$ cat config.mk
export PLATFORM = sky130hd
export DESIGN_NAME = bcd_updown_counter_ndig_flat
export DESIGN_NICKNAME = d
export VERILOG_FILES = /design/src/rtl/bcd_updown_counter_ndig_if.sv /design/src/rtl/bcd_updown_counter_ndig.sv /design/src/flat_wrapper.sv
export SDC_FILE = /design/constraint.sdc
export NUM_CORES = 1
export LEC_CHECK = 0
export ABC_CLOCK_PERIOD_IN_PS = 5600
export CAP_MARGIN = 10
export CELL_PAD_IN_SITES_DETAIL_PLACEMENT = 0
export CELL_PAD_IN_SITES_GLOBAL_PLACEMENT = 1
export CORE_UTILIZATION = 40
export CTS_BUF_LIST = sky130_fd_sc_hd__clkbuf_8
export CTS_CLUSTER_SIZE = 25
export DETAILED_ROUTE_END_ITERATION = 10
export GPL_TIMING_DRIVEN = 0
export PLACE_DENSITY_LB_ADDON = 0.1
export SLEW_MARGIN = 20
export SYNTH_ARGS = -nofsm -noshare
export SYNTH_HDL_FRONTEND = slang
export SYNTH_SLANG_ARGS = --single-unit
$ cat constraint.sdc
create_clock -name clk -period 5.6 [get_ports clk]
set_clock_uncertainty 0.2 [all_clocks]
set_input_delay 1.12 -clock clk [delete_from_list [all_inputs] [get_ports clk]]
set_output_delay 1.12 -clock clk [all_outputs]
set_load 0.03 [all_outputs]
$ cat src/rtl/bcd_updown_counter_ndig_if.sv
// Control/data bundle for the multi-digit BCD up/down counter.
// The master drives the strobes and load value; the counter (slave) returns the count and flags.
interface bcd_updown_counter_ndig_if #(
    parameter int DIGITS = 4
);
    logic                  En;
    logic                  Ud;
    logic                  Ld;
    logic [4*DIGITS-1:0]   Din;
    logic [4*DIGITS-1:0]   cnt;
    logic                  tc;
    logic                  wrap;

    modport master (output En, Ud, Ld, Din, input cnt, tc, wrap);
    modport slave  (input En, Ud, Ld, Din, output cnt, tc, wrap);
endinterface

$ cat src/rtl/bcd_updown_counter_ndig.sv
// Parametrised DIGITS-wide BCD up/down counter with parallel load, terminal count and wrap pulse.
// Define BCD_CNT_SATURATE_EN to saturate at 0 / max instead of wrapping.
module bcd_updown_counter_ndig #(
    parameter int DIGITS    = 4,
    parameter bit STEP_HOLD = 1'b0
) (
    input  logic                       clk,
    input  logic                       rst,
    bcd_updown_counter_ndig_if.slave   bus
);
    localparam int W = 4 * DIGITS;

    logic [W-1:0] cnt_q;
    logic [W-1:0] cnt_nxt;
    logic [W-1:0] cnt_step;
    logic [W-1:0] din_clamp;
    logic         en_q;
    logic         wrap_q;
    logic         wrap_nxt;
    logic         all9;
    logic         all0;
    logic         at_lim;
    logic         step;

    // Digit i steps only while every lower digit sits at its limit (ripple carry/borrow).
    always_comb begin
        logic       carry;
        logic [3:0] d;
        carry     = 1'b1;
        cnt_step  = cnt_q;
        din_clamp = '0;
        all9      = 1'b1;
        all0      = 1'b1;
        for (int i = 0; i < DIGITS; i++) begin
            d = cnt_q[4*i +: 4];
            if (carry) begin
                if (bus.Ud)
                    cnt_step[4*i +: 4] = (d == 4'd9) ? 4'd0 : d + 4'd1;
                else
                    cnt_step[4*i +: 4] = (d == 4'd0) ? 4'd9 : d - 4'd1;
            end
            carry = carry & (bus.Ud ? (d == 4'd9) : (d == 4'd0));
            all9  = all9 & (d == 4'd9);
            all0  = all0 & (d == 4'd0);
            din_clamp[4*i +: 4] = (bus.Din[4*i +: 4] > 4'd9) ? 4'd9 : bus.Din[4*i +: 4];
        end
    end

    assign at_lim = bus.Ud ? all9 : all0;
    assign step   = bus.En & ~bus.Ld & (STEP_HOLD ? ~en_q : 1'b1);

`ifdef BCD_CNT_SATURATE_EN
    logic nxt9;
    logic nxt0;

    always_comb begin
        nxt9 = 1'b1;
        nxt0 = 1'b1;
        for (int i = 0; i < DIGITS; i++) begin
            nxt9 = nxt9 & (cnt_step[4*i +: 4] == 4'd9);
            nxt0 = nxt0 & (cnt_step[4*i +: 4] == 4'd0);
        end
    end

    // At the limit the step is suppressed; the pulse marks only the arrival step.
    always_comb begin
        cnt_nxt  = cnt_q;
        wrap_nxt = 1'b0;
        if (bus.Ld) begin
            cnt_nxt = din_clamp;
        end else if (step && !at_lim) begin
            cnt_nxt  = cnt_step;
            wrap_nxt = bus.Ud ? nxt9 : nxt0;
        end
    end
`else
    always_comb begin
        cnt_nxt  = cnt_q;
        wrap_nxt = 1'b0;
        if (bus.Ld) begin
            cnt_nxt = din_clamp;
        end else if (step) begin
            cnt_nxt  = cnt_step;
            wrap_nxt = at_lim;
        end
    end
`endif

    always_ff @(posedge clk or negedge rst) begin
        if (!rst) begin
            cnt_q  <= '0;
            wrap_q <= 1'b0;
            en_q   <= 1'b0;
        end else begin
            cnt_q  <= cnt_nxt;
            wrap_q <= wrap_nxt;
            en_q   <= bus.En;
        end
    end

    assign bus.cnt  = cnt_q;
    assign bus.wrap = wrap_q;
    assign bus.tc   = bus.En & at_lim;
endmodule

$ cat src/flat_wrapper.sv
// flat-port wrapper written by rule: the top's interface ports become plain ports
module bcd_updown_counter_ndig_flat 
#(
    parameter int DIGITS    = 4,
    parameter bit STEP_HOLD = 1'b0
)
  (clk, rst, bus_En, bus_Ud, bus_Ld, bus_Din, bus_cnt, bus_tc, bus_wrap);
  bcd_updown_counter_ndig_if #(.DIGITS(DIGITS)) bus_i ();
  input  logic clk;
  input  logic rst;
  input wire logic [$bits(bus_i.En)-1:0] bus_En;
  input wire logic [$bits(bus_i.Ud)-1:0] bus_Ud;
  input wire logic [$bits(bus_i.Ld)-1:0] bus_Ld;
  input wire logic [$bits(bus_i.Din)-1:0] bus_Din;
  output wire logic [$bits(bus_i.cnt)-1:0] bus_cnt;
  output wire logic [$bits(bus_i.tc)-1:0] bus_tc;
  output wire logic [$bits(bus_i.wrap)-1:0] bus_wrap;
  assign bus_i.En = bus_En;
  assign bus_i.Ud = bus_Ud;
  assign bus_i.Ld = bus_Ld;
  assign bus_i.Din = bus_Din;
  assign bus_cnt = bus_i.cnt;
  assign bus_tc = bus_i.tc;
  assign bus_wrap = bus_i.wrap;
  bcd_updown_counter_ndig #(.DIGITS(DIGITS), .STEP_HOLD(STEP_HOLD)) u_core (.clk(clk), .rst(rst), .bus(bus_i));
endmodule
## Word level (Yosys, flattened, before mapping)

Cells that the tools add are included.

- Add/sub/neg operators: 8
- Reductions and logical operators: 11
- Bitwise logic cells: 11
- Equality and inequality tests: 4
- Order comparisons: 4
- Multiplexer cells: 27

Operators by type and width:

| kind | number |
|---|---|
| $mux W4 | 19 |
| $mux W16 | 2 |
| $add A4 B1 Y4 const B | 4 |
| $eq A4 B4 Y1 const B | 4 |
| $gt A4 B4 Y1 const B | 4 |
| $logic_not A4 Y1 | 4 |
| $sub A4 B1 Y4 const B | 4 |
| $and A1 B1 Y1 | 10 |
| $reduce_bool A2 Y1 | 4 |
| $mux W1 | 6 |
| $reduce_and A2 Y1 | 3 |
| $not A1 Y1 | 1 |

- Output and inout bits: 18
- Bits in registers: 17
- Bits of input ports: 21
- Word-level logic and storage cells: 70

## Logic depth before layout (Yosys ltp)

Gate-level depths: netlist (run 1).

- Depth in word-level cells: 7
- Gate-level depth with buffers: 8
- Gate-level depth less buffers: 5

## Least setup slack after synthesis (run 1)

No wires, ideal clock.

- Path kind: input -> output
- From: in bus_Ud
- To: out bus_tc
- Required time: 4.280 ns
- Data arrival time: 2.611 ns
- Buffers on the path: 1
- Path slack: 1.669 ns
- Stages: 5
- Path through: buf_4 > nor4_1 > and3_1 > a31oi_1 > nor3_1

- Word-level cells in the longest chain between the ends: 2

Ends and longest elaborated chain:

| element | RTL line | source |
|---|---|---|
| from (decl) | flat_wrapper.sv:12 | `input wire logic [$bits(bus_i.Ud)-1:0] bus_Ud;` |
| $mux W1 | bcd_updown_counter_ndig.sv:49 | `assign at_lim = bus.Ud ? all9 : all0;` |
| $and A1 B1 Y1 | bcd_updown_counter_ndig.sv:103 | `assign bus.tc = bus.En & at_lim;` |
| to (decl) | flat_wrapper.sv:16 | `output wire logic [$bits(bus_i.tc)-1:0] bus_tc;` |

Every way passes these cells.

## Final worst setup path (run 1)

Same ends and word-level chain as after synthesis.

==> reports/qor.csv, run 1 <==
metric;value;unit
outcome;completed;
cell area after layout;0.002038;mm2
Final TNS setup;0;ns
routability cong.;0.8348;
# hold bufs at CTS;0;
Switch Pwr;0.1722;mW
Max transition margin;0.4161;
DRC viols;0;
H-Tree Depth;1;
synthesized area;0.001573;mm2
DR WL/cell;15.45;um
Final Max Tran Viols;0;
Sequential Area;425.4;um2
first-pass GRT wire length;7728;um
TritonCTS buffer count;3;
Post-Syn Nets;226;
Cells after Synth;205;
number of global-route vias before repair;1650;
GRT Overall Usage;0.2374;
crit-path cells;clkdlybuf4s50_1 -> buf_4 -> nor4_1 -> and3_1 -> a31oi_1 -> nor3_1 -> clkdlybuf4s50_1;
WP data required;4.28;ns
TritonCTS clock tree;yes;
Fillers;370;
first-pass detailed-route iteration total;5;
Ant. Diodes;0;
area occupied by multi-input gates;994.7;um2
CP delay by family, top;buffers and inverters;
Final Non-Filler Cells;293;
maximum fanout along the worst path;10;
area delta synth->final;29.59;%
leading area contributor after synthesis;dfrtp_1;
slowest CP cell;clkdlybuf4s50_1;
Vias;1697;
endpoint class of the critical path;primary output;
Post-Place Cell Area;0.001993;mm2
max_cap viols;0;
class of the worst hold path;flip-flop to flip-flop;
top-area cell type share of the netlist area;0.2705;
RSZ-0062 raised after global routing;false;
fmax;0.2091;GHz
final setup violation count;0;
Post-DP HPWL;3244;um
Die X;64.71;um
remaining antenna violation count;0;
grt ovf;0;
synth top area cells;dfrtp_1 (27%), o21ai_0 (7.0%), nand2_1 (4.3%), nor2_1 (3.8%), mux2i_1 (3.2%);
Yosys reg bits;17;
clk_lat worst skew;0.26;ns
post_cts resized;0;
Seq pwr share;0.333;
via density per instance;5.792;
clock-pin slew on the worst setup and hold paths;0.07;ns
crit path kind;primary input to primary output;
Final Hold Vio Count;0;
Syn Area/Cell;7.672;um2
initial DRC count;173;
sequential area share after synthesis;0.2705;
crit-path most repeated cell;clkdlybuf4s50_1;
Setup WS post-layout;0.8177;ns
Worst-Margin Slew;0.8731;ns
row cnt;22;
Startpoint Class;primary input;
CTS Sinks;17;
part of the power in combinational logic;0.446;
Ys Warns;0;
Layout Utilization;0.5485;
Post-Route WL;4527;um
Die H;64.71;um
worst vdd rail ir drop;127.5;uV
clk buf depth;2;
EDFF count, synth;0;
# IOs;39;
pwr/cell area;214.5;mW/mm2
Buf/Inv on CP;3;
synth unique cells;53;
placed insts;289;
Port Buffers;36;
layout cells sized above 1;0.08571;
clock power share;0.222;
setup bufs post-CTS;0;
Leak Pwr;0.7721;nW
worst slack, placed;0.8141;ns
delay of the slowest cell on the worst path;0.70;ns
initial antenna violation count;0;
Internal;0.2650;mW
sw frac;0.3938;
CTS root buf;clkbuf_8;
Synth Flop Type;dfrtp_1;
final cycle utilization of the critical path;0.8540;
initial core utilization;0.4232;
largest net degree at the start of global routing;18;
Worst Path Arrival;3.46;ns
Async SR Flop Fraction;1.000;
NumNets Final;267;
Core ar.;0.003716;mm2
Tmin final;4.782;ns
Die Area;0.004187;mm2
[synthesized netlist by cell type, drive strengths merged, types with 2 or more instances]
library cell and n:
o21ai 24, nand2 18, dfrtp 17, nor2 16, clkbuf 13, buf 9, inv 9, a21oi 8
a31oi 6, nand3b 6, nor3 6, and3 5, mux2i 5, nand3 5, nor4 5, o21a 5
xnor2 5, o31ai 4, a22oi 3, nand4 3, o22ai 3, or3 3, a221o 2, and2 2
nor4b 2, or2 2, xor2 2
[flip-flops by register name (all words and copies together) (netlist names)]
name	count
u_core.bus.cnt	16
u_core.bus.wrap	1
[worst paths after layout]
check                             startpoint                 end  slack (ns)  cells past startpoint
max                                   bus_Ud              bus_tc        0.82                      7
min reg2reg                u_core.bus.cnt[9]     u_core.bus.wrap        0.50                      3
max in group asynchronous                rst   u_core.bus.cnt[5]        3.51                      1
max reg2reg                u_core.bus.cnt[2]  u_core.bus.cnt[13]        3.28                      6
min                        u_core.bus.cnt[9]     u_core.bus.wrap        0.50                      3
min in group asynchronous                rst  u_core.bus.cnt[13]        1.15                      1
[power by group through the flow]
stage	clock (mW)	sequential [mW]	combinational, mW
finish	0.0969	0.145	0.195
floorplan	0	0.171	0.103
detailed placement	0	0.148	0.193
CTS	0.100	0.145	0.194
global route	0.103	0.148	0.212
global placement	0	0.147	0.188
[tightest hold or removal path, stage by stage, from the launching register on]
cell and delay, ns:
dfrtp_1 0.38, nor2_1 0.10, nand3_1 0.12, nor4_1 0.05
[cell usage in the layout, fill, tap and decap left out, types with 3 or more instances in the layout]
| cell | instances |
|---|---|
| xnor2_1 | 5 |
| inv_1 | 10 |
| nand3b_1 | 6 |
| clkbuf_8 | 3 |
| a31oi_1 | 6 |
| o21ai_0 | 22 |
| a21oi_1 | 8 |
| clkdlybuf4s50_1 | 36 |
| nor4_1 | 4 |
| nand4_1 | 3 |
| o22ai_1 | 3 |
| nor3_1 | 6 |
| clkbuf_1 | 11 |
| nand2_1 | 18 |
| and3_1 | 4 |
| nand3_1 | 5 |
| dfrtp_1 | 17 |
| or3_1 | 3 |
| mux2i_1 | 5 |
| buf_4 | 4 |
| o21a_1 | 5 |
| a22oi_1 | 3 |
| o31ai_1 | 4 |
| nor2_1 | 16 |
[area by class of cell]
type | instances | area share
Clock inverter | 1 | 0.001842
Multi-Input combinational cell | 157 | 0.4880
Inverter | 9 | 0.01657
Tap cell | 48 | 0.02947
Sequential cell | 17 | 0.2087
Timing Repair Buffer | 36 | 0.1768
Clock buffer | 3 | 0.02026
Buffer | 22 | 0.05832
[kinds of logic after synthesis]
group | Yosys count | share of synthesized area
DFF | 17 | 0.2705
buffers and inverters | 31 | 0.09705
muxes | 5 | 0.03182
AOI/OAI and AO/OA | 67 | 0.2800
and+or+nand+nor | 78 | 0.2816
xor gates and xnor gates | 7 | 0.03898
[stage by stage]
stage / hold WS (ns) / power (mW)
after floorplan: 0.6062 / 0.2741
after global placement: 0.4577 / 0.3355
after detailed placement: 0.4685 / 0.3407
after CTS: 0.4796 / 0.4399
after global routing: 0.5396 / 0.4622
final: 0.4955 / 0.4373
[routing by layer]
layer | global-route usage | up-vias | wire length [um]
li1 | - | 839 | -
met2 | 0.4063 | 61 | 2180
met4 | 0.07222 | 0 | 51
met3 | 0.02289 | 5 | 185
met5 | 0 | - | 0
met1 | 0.3117 | 792 | 2110
No activity file was read; power rests on OpenSTA's default activity.
==> run 2, diff against run 1 <==
- GPL_TIMING_DRIVEN: 0 -> unset
- SKIP_LAST_GASP: unset -> 1
==> reports/qor.csv, run 2 (synthesized netlist as in run 1, its figures left out) <==
metric;value;unit;change
outcome;completed;;
Startpoint Class;primary input;;
TritonCTS clock tree;yes;;
Final Hold Vio Count;0;;unchanged
setup bufs post-CTS;0;;unchanged
initial core utilization;0.4232;;unchanged
most frequent cells in the layout;clkdlybuf4s50_1 (38), o21ai_0 (22), nand2_1 (18);;
Post-DP HPWL;2770;um;-15%
pwr/cell area;214.7;mW/mm2;about the same
post_cts resized;0;;unchanged
final cycle utilization of the critical path;0.8327;;-0.02125
Worst Path Arrival;3.34;ns;-0.12 ns
routability cong.;0.7608;;-8.9%
H-Tree Depth;1;;unchanged
Die X;64.71;um;unchanged
Final Non-Filler Cells;274;;-6.5%
Final Max Tran Viols;0;;unchanged
clk_lat worst skew;0.26;ns;about the same
Vias;1610;;-5.1%
WL met2;1851;um;-15%
endpoint class of the critical path;primary output;;
Layout Utilization;0.5239;;-0.02458
Setup WS post-layout;0.9367;ns;+0.1190 ns
WP data required;4.28;ns;about the same
first-pass GRT wire length;6596;um;-15%
Leak Pwr;0.7252;nW;-6.1%
first-pass detailed-route iteration total;4;;-1
Core ar.;0.003716;mm2;unchanged
maximum fanout along the worst path;38;;+28
initial DRC count;57;;-67%
largest net degree at the start of global routing;39;;+21
via density per instance;5.876;;+1.5%
Tmin final;4.663;ns;-0.1190 ns
M1 WL;1759;um;-17%
Port Buffers;38;;+5.6%
reg2reg path depth;5;;-1
Final TNS setup;0;ns;unchanged
Max transition margin;0.3736;;-0.04248
max_cap viols;0;;unchanged
worst vdd rail ir drop;117.3;uV;-8.0%
worst hold stages;2;;-1
Die Area;0.004187;mm2;unchanged
clk buf depth;2;;unchanged
GRT Overall Usage;0.2016;;-0.03581
clock-pin slew on the worst setup and hold paths;0.06;ns;about the same
TritonCTS buffer count;3;;unchanged
most common cell after layout, fill and taps aside;clkdlybuf4s50_1;;
fmax;0.2144;GHz;+2.6%
CTS root buf;clkbuf_8;;
final setup violation count;0;;unchanged
DR top layer;met4;;
initial antenna violation count;0;;unchanged
grt ovf;0;;unchanged
DRC viols;0;;unchanged
# hold bufs at CTS;0;;unchanged
row cnt;22;;unchanged
remaining antenna violation count;0;;unchanged
# IOs;39;;unchanged
placed insts;270;;-6.6%
number of global-route vias before repair;1470;;-11%
RSZ-0062 raised after global routing;false;;
max FFs per register;16;;unchanged
crit path kind;primary input to primary output;;
WL met3;225;um;+22%
NumNets Final;248;;-7.1%
DR WL/cell;14.30;um;-7.4%
worst slack, placed;0.9251;ns;+0.1110 ns
Post-Route WL;3919;um;-13%
class of the worst hold path;flip-flop to flip-flop;;
total design power;0.4180;mW;-4.4%
Worst-Margin Slew;0.9367;ns;+0.06352 ns
layout cells sized above 1;0.05752;;-0.02819
Ant. Diodes;0;;unchanged
CTS Sinks;17;;unchanged
area delta synth->final;23.79;%;
Die H;64.71;um;unchanged
run 2: path summary, 6_finish.rpt:
check                                   startpoint                  to  slack (ns)
worst min-delay path            u_core.bus.cnt[11]  u_core.bus.cnt[11]        0.53
max in group asynchronous                      rst  u_core.bus.cnt[12]        3.54
worst max-delay path                        bus_Ud              bus_tc        0.94
worst max register to register   u_core.bus.cnt[0]  u_core.bus.cnt[14]        3.21
min in group asynchronous                      rst   u_core.bus.cnt[6]        1.14
worst min register to register  u_core.bus.cnt[11]  u_core.bus.cnt[11]        0.53
run 2: metal layers:
layer  track usage  vias to the layer above
li1              -                      793
met4       0.07500                        0
met1        0.2486                      740
met3       0.05106                       10
met5             0                        -
met2        0.3346                       67
run 2: final cells by class:
type | instances | area [um2]
clock inverter | 1 | 3.754
clock buffer | 3 | 41.29
multi-input combinational | 157 | 994.7
fill | 367 | 1769
inverter | 9 | 33.78
timing repair buffer | 39 | 387.9
sequential | 17 | 425.4
tap | 48 | 60.06
run 2: stage by stage:
stage               area (um2)  hold WS (ns)
finish                    1947        0.5310
global route              1947        0.5957
CTS                       1947        0.5366
detailed placement        1902        0.5188
global placement          1902        0.5073
floorplan                 1573        0.6062
run 2: worst max-delay path, cell delays in order:
cell	delay [ns]
clkdlybuf4s50_1	0.48
buf_4	0.33
nand2_1	0.15
nor4_1	0.19
a31oi_1	0.15
nor3_1	0.22
clkdlybuf4s50_1	0.70
run 2: report_power, final:
group / switching (mW) / internal (mW) / total, mW
registers: 0.0378 / 0.134 / 0.172
clock network: 0.0451 / 0.0488 / 0.0939
logic: 0.0794 / 0.0726 / 0.152
